[src/rtl/multicycle_alu.sv]
// ============================================================================
// Module      : multicycle_alu
// Description : Handshaked ALU; single-cycle ops plus an optional iterative
//               restoring divider for MOD/DIV (enabled by MULTICYCLE_ALU_DIV_EN).
// Revision    : 1.0 - initial release
// ============================================================================
`default_nettype none

module multicycle_alu #(
    parameter int WIDTH              = 8,
    parameter int DIV_CYCLES_PER_BIT = 1
) (
    input  logic             clk,
    input  logic             reset,
    input  logic             in_valid,
    output logic             in_ready,
    input  logic [WIDTH-1:0] a,
    input  logic [WIDTH-1:0] b,
    input  logic [3:0]       op,
    output logic             out_valid,
    input  logic             out_ready,
    output logic [WIDTH-1:0] result,
    output logic             zero,
    output logic             carry,
    output logic             overflow,
    output logic             div_by_zero,
    output logic             illegal_op
);

    localparam logic [3:0] c_OP_ADD = 4'h0;
    localparam logic [3:0] c_OP_SUB = 4'h1;
    localparam logic [3:0] c_OP_AND = 4'h2;
    localparam logic [3:0] c_OP_OR  = 4'h3;
    localparam logic [3:0] c_OP_XOR = 4'h4;
    localparam logic [3:0] c_OP_SHL = 4'h5;
    localparam logic [3:0] c_OP_SHR = 4'h6;
    localparam logic [3:0] c_OP_SQR = 4'h8;
    localparam logic [3:0] c_OP_PAR = 4'h9;
    localparam logic [3:0] c_OP_NOT = 4'hA;
    localparam logic [3:0] c_OP_SRA = 4'hC;

`ifdef MULTICYCLE_ALU_DIV_EN
    localparam logic [3:0] c_OP_MOD = 4'h7;
    localparam logic [3:0] c_OP_DIV = 4'hB;

    typedef enum logic [1:0] {
        S_IDLE = 2'd0,
        S_CALC = 2'd1,
        S_DONE = 2'd2
    } state_t;
`else
    typedef enum logic [1:0] {
        S_IDLE = 2'd0,
        S_DONE = 2'd2
    } state_t;
`endif

    state_t           r_state;
    logic [WIDTH-1:0] r_result;
    logic             r_zero;
    logic             r_carry;
    logic             r_overflow;
    logic             r_div_by_zero;
    logic             r_illegal_op;

    logic [WIDTH:0]   w_sum;
    logic [WIDTH:0]   w_diff;
    logic [WIDTH-1:0] w_res;
    logic             w_zero;
    logic             w_carry;
    logic             w_ovf;
    logic             w_dbz;
    logic             w_ill;
    logic             w_go_calc;

    always_comb begin
        w_sum     = {1'b0, a} + {1'b0, b};
        w_diff    = {1'b0, a} - {1'b0, b};
        w_res     = '0;
        w_carry   = 1'b0;
        w_ovf     = 1'b0;
        w_dbz     = 1'b0;
        w_ill     = 1'b0;
        w_go_calc = 1'b0;
        case (op)
            c_OP_ADD: begin
                w_res   = w_sum[WIDTH-1:0];
                w_carry = w_sum[WIDTH];
                w_ovf   = (a[WIDTH-1] == b[WIDTH-1]) && (w_sum[WIDTH-1] != a[WIDTH-1]);
            end
            c_OP_SUB: begin
                w_res   = w_diff[WIDTH-1:0];
                w_carry = w_diff[WIDTH];
                w_ovf   = (a[WIDTH-1] != b[WIDTH-1]) && (w_diff[WIDTH-1] != a[WIDTH-1]);
            end
            c_OP_AND: w_res = a & b;
            c_OP_OR:  w_res = a | b;
            c_OP_XOR: w_res = a ^ b;
            c_OP_SHL: begin
                w_res   = {a[WIDTH-2:0], 1'b0};
                w_carry = a[WIDTH-1];
            end
            c_OP_SHR: begin
                w_res   = {1'b0, a[WIDTH-1:1]};
                w_carry = a[0];
            end
            c_OP_SQR: w_res = a * a;
            c_OP_PAR: w_res = {{(WIDTH-1){1'b0}}, ^a};
            c_OP_NOT: w_res = ~a;
            c_OP_SRA: begin
                w_res   = {a[WIDTH-1], a[WIDTH-1:1]};
                w_carry = a[0];
            end
`ifdef MULTICYCLE_ALU_DIV_EN
            c_OP_MOD, c_OP_DIV: begin
                if (b == '0) begin
                    w_res = '1;
                    w_dbz = 1'b1;
                end else begin
                    w_go_calc = 1'b1;
                end
            end
`endif
            default: w_ill = 1'b1;
        endcase
        w_zero = (w_res == '0) && !w_ill;
    end

`ifdef MULTICYCLE_ALU_DIV_EN
    localparam int c_DIV_STEPS = WIDTH * DIV_CYCLES_PER_BIT;
    localparam int c_CNT_W     = $clog2(c_DIV_STEPS + 1);
    localparam logic [c_CNT_W-1:0] c_CNT_LAST = c_CNT_W'(c_DIV_STEPS - 1);

    logic [WIDTH-1:0]   r_rem;
    logic [WIDTH-1:0]   r_quot;
    logic [WIDTH-1:0]   r_dvsr;
    logic [c_CNT_W-1:0] r_cnt;
    logic               r_is_mod;

    logic [WIDTH:0]     w_trial;
    logic               w_fits;
    logic               w_step;
    logic [WIDTH-1:0]   w_rem_nxt;
    logic [WIDTH-1:0]   w_quot_nxt;
    logic [WIDTH-1:0]   w_div_res;

    // The dividend is shifted out of r_quot MSB-first while quotient bits enter at the LSB.
    always_comb begin
        w_trial    = {r_rem, r_quot[WIDTH-1]} - {1'b0, r_dvsr};
        w_fits     = ~w_trial[WIDTH];
        w_rem_nxt  = w_fits ? w_trial[WIDTH-1:0] : {r_rem[WIDTH-2:0], r_quot[WIDTH-1]};
        w_quot_nxt = {r_quot[WIDTH-2:0], w_fits};
        w_step     = (DIV_CYCLES_PER_BIT == 1) || r_cnt[0];
        w_div_res  = r_is_mod ? w_rem_nxt : w_quot_nxt;
    end
`endif

    always_ff @(posedge clk) begin
        if (reset) begin
            r_state       <= S_IDLE;
            r_result      <= '0;
            r_zero        <= 1'b0;
            r_carry       <= 1'b0;
            r_overflow    <= 1'b0;
            r_div_by_zero <= 1'b0;
            r_illegal_op  <= 1'b0;
`ifdef MULTICYCLE_ALU_DIV_EN
            r_rem         <= '0;
            r_quot        <= '0;
            r_dvsr        <= '0;
            r_cnt         <= '0;
            r_is_mod      <= 1'b0;
`endif
        end else begin
            case (r_state)
                S_IDLE: begin
                    if (in_valid) begin
`ifdef MULTICYCLE_ALU_DIV_EN
                        if (w_go_calc) begin
                            r_rem    <= '0;
                            r_quot   <= a;
                            r_dvsr   <= b;
                            r_cnt    <= '0;
                            r_is_mod <= (op == c_OP_MOD);
                            r_state  <= S_CALC;
                        end else
`endif
                        begin
                            r_result      <= w_res;
                            r_zero        <= w_zero;
                            r_carry       <= w_carry;
                            r_overflow    <= w_ovf;
                            r_div_by_zero <= w_dbz;
                            r_illegal_op  <= w_ill;
                            r_state       <= S_DONE;
                        end
                    end
                end
`ifdef MULTICYCLE_ALU_DIV_EN
                S_CALC: begin
                    r_cnt <= r_cnt + 1'b1;
                    if (w_step) begin
                        r_rem  <= w_rem_nxt;
                        r_quot <= w_quot_nxt;
                    end
                    if (r_cnt == c_CNT_LAST) begin
                        r_result      <= w_div_res;
                        r_zero        <= (w_div_res == '0);
                        r_carry       <= 1'b0;
                        r_overflow    <= 1'b0;
                        r_div_by_zero <= 1'b0;
                        r_illegal_op  <= 1'b0;
                        r_state       <= S_DONE;
                    end
                end
`endif
                S_DONE: begin
                    if (out_ready) begin
                        r_state <= S_IDLE;
                    end
                end
                default: r_state <= S_IDLE;
            endcase
        end
    end

    assign in_ready    = (r_state == S_IDLE);
    assign out_valid   = (r_state == S_DONE);
    assign result      = r_result;
    assign zero        = r_zero;
    assign carry       = r_carry;
    assign overflow    = r_overflow;
    assign div_by_zero = r_div_by_zero;
    assign illegal_op  = r_illegal_op;

endmodule

`default_nettype wire

[config.mk]
export PLATFORM = sky130hd
export DESIGN_NAME = multicycle_alu
export DESIGN_NICKNAME = d
export VERILOG_FILES = /design/src/rtl/multicycle_alu.sv
export SDC_FILE = /design/constraint.sdc
export NUM_CORES = 1
export LEC_CHECK = 0
export CAP_MARGIN = 20
export CORE_AREA = 2 2 109 111
export DETAILED_ROUTE_END_ITERATION = 12
export DIE_AREA = 0 0 111 113
export SYNTH_ARGS = -nofsm -noshare
export SYNTH_HDL_FRONTEND = slang
export SYNTH_SLANG_ARGS = --single-unit
[constraint.sdc]
create_clock -name clk -period 6.15 [get_ports clk]
set_input_delay 1.5375 -clock clk [delete_from_list [all_inputs] [get_ports clk]]
set_output_delay 1.5375 -clock clk [all_outputs]
set_load 0.02 [all_outputs]
==> impl_summary.txt, run 1 <==
----------------------------------------------------
[STA]
  Setup tns final ... 0 ps
  Worst hold-check slack ... 470 ps
  Final-report setup violation count ... 0
  Worst Skew ... 1.54 ps
  Slew at the pin with the worst max-slew slack ... 1040 ps
  Period minus WS final ... 5670 ps
  Ratio of final minimum period to clock period ... 92.3%
  Relative slew slack ... 30.6%
  Maximum clock rate ... 176 MHz
  Final hold violations ... 0
  RSZ-0062 raised after global routing ... no
  Max-slew violation count ... 0

[Die]
  Die width ... 111 microns
  Row Count ... 39
  Chip height ... 113 microns
  Total Die Area ... 0.0125 sq mm
  Starting density of the core ... 24.5%
  Top-Level Pins ... 39
  Core area ... 0.0113 sq mm

[Worst setup path]
  Data arrival time of the critical path ... 5800 ps
  Maximum fanout count along the critical path ... 3
  Worst setup EP type ... flop
  Endpoint of the lowest-slack register-to-register path ... zero
  Reg2Reg Setup Slack ... 3940 ps
  Data required, critical path ... 6280 ps
  CP startpoint kind ... input pin
  Reg2reg path depth ... 7
  Worst reg2reg path startpoint ... r_state[1]
  Setup CP Type ... in2reg

[GRT]
  GRT Resource Usage Total ... 12.8%
  Grt ovf ... 0
  Number of global-route vias before repair ... 2598
  Global-route wire length before repair ... 13300 microns
  Number of antenna violations at the first check in global routing ... 0
  Pin count of the biggest net entering global routing ... 29

[Clock network]
  Maximum count of clock buffers along a single path ... 2
  Clock insertion delay at the later pin of the skew report ... 240 ps
  Number of gates given a new drive strength after cts ... 0
  CTS root buf ... sky130_fd_sc_hd__clkbuf_16
  TritonCTS Sinks ... 13
  Number of clock buffers inserted by TritonCTS ... 3
  Post-CTS repair timing setup buffer count ... 0
  Clock tree from TritonCTS ... yes
  Hold buffer count at CTS ... 0
  Clock Pin Slew Worst Setup and Hold Paths ... 40 ps
  Max H-tree Level ... 1

[Final layout]
  Nets ... 452
  Layout Cells excl Fill ... 521
  Fraction of the core area covered by cells at the end of the flow ... 29.4%
  Layout area overhead ... 20.0%
  Post-Layout Inst Area ... 0.00332 sq mm
  Share of final-layout standard cells stronger than drive strength 1 ... 7.41%
  Antenna cell count ... 0
  Number of fillers in the final layout ... 1199

[Placed design]
  Cell Count Post-Placement ... 517
  Count of buffers from port buffering ... 37
  Cell area after placement ... 0.00324 sq mm
  Final estimated routing congestion in global placement ... 0.872
  Post-DP HPWL ... 6470 microns

[Synth]
  Synthesized flop and latch total ... 13
  Number of instances in the synthesized netlist ... 346
  Post-synth EDFFs ... 0
  Cell area after synthesis ... 0.00276 sq mm
  Most frequent cells after synthesis ... sky130_fd_sc_hd__ha_1, sky130_fd_sc_hd__inv_1, sky130_fd_sc_hd__nor2_1
  Ranking of synthesized cells by area ... sky130_fd_sc_hd__ha_1, sky130_fd_sc_hd__dfxtp_1, sky130_fd_sc_hd__fa_1, sky130_fd_sc_hd__inv_1, sky130_fd_sc_hd__nor2_1
  Largest area contributor in the synthesized netlist ... sky130_fd_sc_hd__ha_1
  Count of distinct cell types in the synthesized netlist ... 69
  Portion of synthesized cell area occupied by the leading cell type ... 17.7%
  Async set-reset flop share out of synthesis ... 0%
  Synth warn ... 0
  Synth Area per Inst ... 7.99 sq um
  Register area share after synthesis ... 9.42%
  Main synth FF type ... sky130_fd_sc_hd__dfxtp_1
  Post-Synthesis Net Count ... 419

[Routing]
  Via count ... 2680
  Wirelength, routed ... 8120 microns
  Final routed wire length divided by cell count ... 15.6 microns
  Ratio of routed vias to standard cells ... 5.14
  DRC violation total after the first TritonRoute iteration ... 206
  Post-route DRC ... 0
  Drt pass-1 iters ... 7
  Number of nets still failing antenna checks after routing ... 0

[Worst hold path]
  Number of stages on the worst hold path ... 2
  Hold Path Origin ... overflow
  Min-Delay Endpoint ... overflow
  Hold Crit Class ... reg2reg

[Power]
  Power density of the placed cells ... 153 mW/mm^2
  Leakage component of the power ... 1.43 nW
  Worst VDD drop ... 0.147 mV

[Flow run]
  Number of maximum-capacitance violations ... 0

[Outcome]
  Run status ... complete, no violations

----------------------------------------------------
-- layer usage --
| layer | global-route usage, % | wire (microns) | up-vias |
|---|---|---|---|
| li1 | - | - | 1290 |
| met1 | 17.5 | 3750 | 1263 |
| met2 | 22.0 | 3790 | 113 |
| met3 | 1.12 | 469 | 14 |
| met4 | 2.75 | 110 | 0 |
| met5 | 0 | 0 | - |
-- sequential cells by signal (all words and copies together), names as in the netlist --
register	cells
zero	1
carry	1
result	8
overflow	1
r_state	1
illegal_op	1
-- critical path, cell delays in order --
cell and delay, ps:
sky130_fd_sc_hd__clkdlybuf4s50_1 510, sky130_fd_sc_hd__inv_1 100, sky130_fd_sc_hd__nor2_1 200, sky130_fd_sc_hd__xor2_1 100, sky130_fd_sc_hd__ha_1 190, sky130_fd_sc_hd__a21o_1 160
sky130_fd_sc_hd__fa_1 440, sky130_fd_sc_hd__ha_1 300, sky130_fd_sc_hd__inv_1 50, sky130_fd_sc_hd__fa_1 540, sky130_fd_sc_hd__inv_1 50, sky130_fd_sc_hd__ha_1 330
sky130_fd_sc_hd__a21o_1 190, sky130_fd_sc_hd__a21oi_1 160, sky130_fd_sc_hd__xnor2_1 170, sky130_fd_sc_hd__nor2_1 80, sky130_fd_sc_hd__or4b_1 520, sky130_fd_sc_hd__o21a_1 180
-- where the power goes --
part	switching, mW	internal, mW
combinational	0.165	0.129
clock	0.0326	0.0871
sequential	0.00319	0.0901
-- layout by cell type, fill, tap and decap left out, types with 3 or more instances in the layout --
master	instances
sky130_fd_sc_hd__nand2_1	16
sky130_fd_sc_hd__o21a_1	3
sky130_fd_sc_hd__a21o_1	6
sky130_fd_sc_hd__buf_4	12
sky130_fd_sc_hd__o221ai_1	5
sky130_fd_sc_hd__a21oi_1	13
sky130_fd_sc_hd__xor2_1	7
sky130_fd_sc_hd__dfxtp_1	13
sky130_fd_sc_hd__xnor2_1	14
sky130_fd_sc_hd__nand3_1	5
sky130_fd_sc_hd__nor3_1	6
sky130_fd_sc_hd__a22oi_1	5
sky130_fd_sc_hd__a2bb2oi_1	3
sky130_fd_sc_hd__a32oi_1	6
sky130_fd_sc_hd__and3_1	4
sky130_fd_sc_hd__nor2_1	36
sky130_fd_sc_hd__o21ai_0	8
sky130_fd_sc_hd__a221o_1	4
sky130_fd_sc_hd__clkdlybuf4s50_1	37
sky130_fd_sc_hd__fa_1	10
sky130_fd_sc_hd__nor2b_1	6
sky130_fd_sc_hd__nor4_1	3
sky130_fd_sc_hd__a221oi_1	3
sky130_fd_sc_hd__o21ai_1	5
sky130_fd_sc_hd__nand2b_1	7
sky130_fd_sc_hd__mux2i_1	3
sky130_fd_sc_hd__inv_1	39
sky130_fd_sc_hd__nor3b_1	4
sky130_fd_sc_hd__a211oi_1	5
sky130_fd_sc_hd__clkbuf_16	3
sky130_fd_sc_hd__o31ai_1	3
sky130_fd_sc_hd__ha_1	39
sky130_fd_sc_hd__o211ai_1	3
-- logic make-up (layout without fill, tap and decap cells) --
logic type | count (synthesis) | count (layout) | synth area share [%]
AO/OA/AOI/OAI | 88 | 88 | 23.8
XOR/XNOR | 21 | 21 | 6.65
adder cells (fa/ha/maj) | 49 | 49 | 24.9
buffers and inverters | 61 | 93 | 11.5
flip-flops | 13 | 13 | 9.42
multiplexers | 6 | 6 | 2.44
other | 1 | 1 | 0.136
AND/OR/NAND/NOR | 107 | 107 | 21.2
-- worst max-delay path by stage --
stage          from         to  cells past startpoint
2_1_floorplan  a[0]  result[7]                     17
3_3_place_gp   a[3]  result[7]                     18
3_5_place_dp   a[3]  result[7]                     18
4_1_cts        a[3]  result[7]                     18
5_1_grt        a[3]  result[7]                     18
6_report       a[3]  result[7]                     18
-- through the flow --
step,power [mW],setup slack (ps)
after floorplan,0.299,958
after global placement,0.384,276
after detailed placement,0.388,198
final,0.508,476
after CTS,0.511,442
after global routing,0.547,217
-- cell type report --
class	instances	area, sq um	area share, %
multi-input cells	272	2190	66.0
inverters	40	150	4.53
repair buffers	49	460	13.9
clock buffers	4	78.8	2.38
flip-flops and latches	13	260	7.85
well taps	143	179	5.40
No activity file was read; power rests on OpenSTA's default activity.
==> inputs of run 2 (changes only) <==
--- a/config.mk
+++ b/config.mk
@@ -6,9 +6,12 @@
 export NUM_CORES = 1
 export LEC_CHECK = 0
 export CAP_MARGIN = 20
+export CELL_PAD_IN_SITES_DETAIL_PLACEMENT = 1
+export CELL_PAD_IN_SITES_GLOBAL_PLACEMENT = 1
 export CORE_AREA = 2 2 109 111
 export DETAILED_ROUTE_END_ITERATION = 12
 export DIE_AREA = 0 0 111 113
+export PLACE_DENSITY_LB_ADDON = 0.1
 export SYNTH_ARGS = -nofsm -noshare
 export SYNTH_HDL_FRONTEND = slang
 export SYNTH_SLANG_ARGS = --single-unit
==> run 2 against run 1 <==
Effect of this change:
- cell area grew 0.68%
- largest power group unchanged
- via count down 1.6%
- non-clock buffer count up 3
- total power up 3.5%
- wire length grew 20%
==> impl_summary.txt, run 2 (synthesized netlist as in run 1, its figures left out) <==
----------------------------------------------------
[Outcome]
  Run status ... complete, no violations

[STA]
  Slew at the pin with the worst max-slew slack ... 1070 ps
  Relative slew slack ... 28.2%
  Ratio of final minimum period to clock period ... 93.1%
  Worst Skew ... 0.344 ps
  RSZ-0062 raised after global routing ... no
  Setup tns final ... 0 ps
  Worst Slack Setup Final ... 423 ps
  Maximum clock rate ... 175 MHz
  Final-report setup violation count ... 0
  Final hold violations ... 0
  Worst hold-check slack ... 462 ps
  Max-slew violation count ... 0
  Period minus WS final ... 5730 ps

[Power]
  Overall power after layout ... 0.525 mW
  Leakage component of the power ... 1.45 nW
  Power density of the placed cells ... 157 mW/mm^2
  Worst VDD drop ... 0.121 mV

[Placed design]
  Cell Count Post-Placement ... 520
  Post-DP HPWL ... 7880 microns
  Placement Setup Slack ... 133 ps
  Final estimated routing congestion in global placement ... 0.793
  Count of buffers from port buffering ... 37

[Worst setup path]
  Setup CP Type ... in2reg
  Worst reg2reg path startpoint ... r_state[1]
  Data arrival time of the critical path ... 5870 ps
  Data required, critical path ... 6290 ps
  Maximum fanout count along the critical path ... 5
  Worst setup EP type ... flop
  Critical Path Start ... a[0]
  CP startpoint kind ... input pin

[GRT]
  Number of antenna violations at the first check in global routing ... 0
  Global-route wire length before repair ... 15700 microns
  Number of global-route vias before repair ... 2774
  Grt ovf ... 0
  GRT Resource Usage Total ... 15.5%
  Pin count of the biggest net entering global routing ... 25

[Clock network]
  Max H-tree Level ... 1
  CTS root buf ... sky130_fd_sc_hd__clkbuf_16
  TritonCTS Sinks ... 13
  Number of clock buffers inserted by TritonCTS ... 3
  Clock tree from TritonCTS ... yes
  Clock Pin Slew Worst Setup and Hold Paths ... 50 ps
  Number of gates given a new drive strength after cts ... 0
  Clock insertion delay at the later pin of the skew report ... 240 ps
  Maximum count of clock buffers along a single path ... 2
  Post-CTS repair timing setup buffer count ... 0
  Hold buffer count at CTS ... 0

[Worst hold path]
  Hold Path Origin ... overflow
  Hold Crit Class ... reg2reg

[Routing]
  Ratio of routed vias to standard cells ... 5.03
  DRC violation total after the first TritonRoute iteration ... 83
  Wirelength, routed ... 9720 microns
  Final routed wire length divided by cell count ... 18.5 microns
  Via count ... 2638
  Drt pass-1 iters ... 4
  Post-route DRC ... 0
  Number of nets still failing antenna checks after routing ... 0

[Die]
  Total Die Area ... 0.0125 sq mm
  Core area ... 0.0113 sq mm
  Chip height ... 113 microns
  Starting density of the core ... 24.5%
  Die width ... 111 microns
  Top-Level Pins ... 39
  Row Count ... 39

[Flow run]
  Number of maximum-capacitance violations ... 0

[Final layout]
  Most frequent cells in the layout ... sky130_fd_sc_hd__inv_1, sky130_fd_sc_hd__ha_1, sky130_fd_sc_hd__clkdlybuf4s50_1, sky130_fd_sc_hd__nor2_1, sky130_fd_sc_hd__nand2_1
  Layout area overhead ... 20.8%
  Nets ... 455
  Share of final-layout standard cells stronger than drive strength 1 ... 8.14%
  Antenna cell count ... 0
  Largest register FFs ... 8
  Layout Cells excl Fill ... 524

----------------------------------------------------
==> run 2: path summary, 6_finish.rpt <==
path,endpoint,depth (start not counted),slack (ps)
worst min-delay path,overflow,2,460
worst max register to register,zero,7,3890
worst min register to register,overflow,2,460
worst max-delay path,result[7],18,420
==> run 2: area by class of cell <==
| cell class | count | area, sq um |
|---|---|---|
| fill | 1352 | 7930 |
| multi-input combinational | 272 | 2190 |
| timing repair buffer | 52 | 483 |
| sequential | 13 | 260 |
| tap | 143 | 179 |
| inverter | 40 | 150 |
| clock buffer | 4 | 78.8 |
==> run 2: critical path, cell delays in order <==
cell                              delay, ps
sky130_fd_sc_hd__clkdlybuf4s50_1        480
sky130_fd_sc_hd__inv_1                  120
sky130_fd_sc_hd__nor2_1                 250
sky130_fd_sc_hd__xor2_1                 110
sky130_fd_sc_hd__ha_1                   190
sky130_fd_sc_hd__a21o_1                 160
sky130_fd_sc_hd__fa_1                   440
sky130_fd_sc_hd__ha_1                   290
sky130_fd_sc_hd__inv_1                   50
sky130_fd_sc_hd__fa_1                   520
sky130_fd_sc_hd__inv_1                   50
sky130_fd_sc_hd__ha_1                   330
sky130_fd_sc_hd__a21o_1                 190
sky130_fd_sc_hd__a21oi_1                180
sky130_fd_sc_hd__xnor2_1                170
sky130_fd_sc_hd__nor2_1                  60
sky130_fd_sc_hd__or4b_1                 540
sky130_fd_sc_hd__o21a_1                 190
==> run 2: power breakdown <==
part	internal, mW	switching (mW)	total [mW]
logic	0.132	0.175	0.307
clock network	0.0876	0.0376	0.125
registers	0.0900	0.00315	0.0932
==> run 2: stage by stage <==
step,utilization [%],cell area (sq um)
final,29.6,3340
after global routing,29.6,3340
after CTS,29.6,3340
after detailed placement,28.9,3260
after global placement,28.9,3260
after floorplan,-,2760
==> run 2: layer usage <==
layer	vias to the layer above	track usage [%]	wire [microns]
met2	63	25.6	4350
met3	9	1.34	293
met1	1271	22.5	4970
met5	-	0	0
li1	1295	-	-
met4	0	2.42	107
==> inputs of run 3 (changes only) <==
--- a/config.mk
+++ b/config.mk
@@ -11,6 +11,7 @@
 export CORE_AREA = 2 2 109 111
 export DETAILED_ROUTE_END_ITERATION = 12
 export DIE_AREA = 0 0 111 113
+export GPL_ROUTABILITY_DRIVEN = 1
 export PLACE_DENSITY_LB_ADDON = 0.1
 export SYNTH_ARGS = -nofsm -noshare
 export SYNTH_HDL_FRONTEND = slang
==> results of run 3 <==
No change in the layout: final DEF, timing and power equal those of run 2.
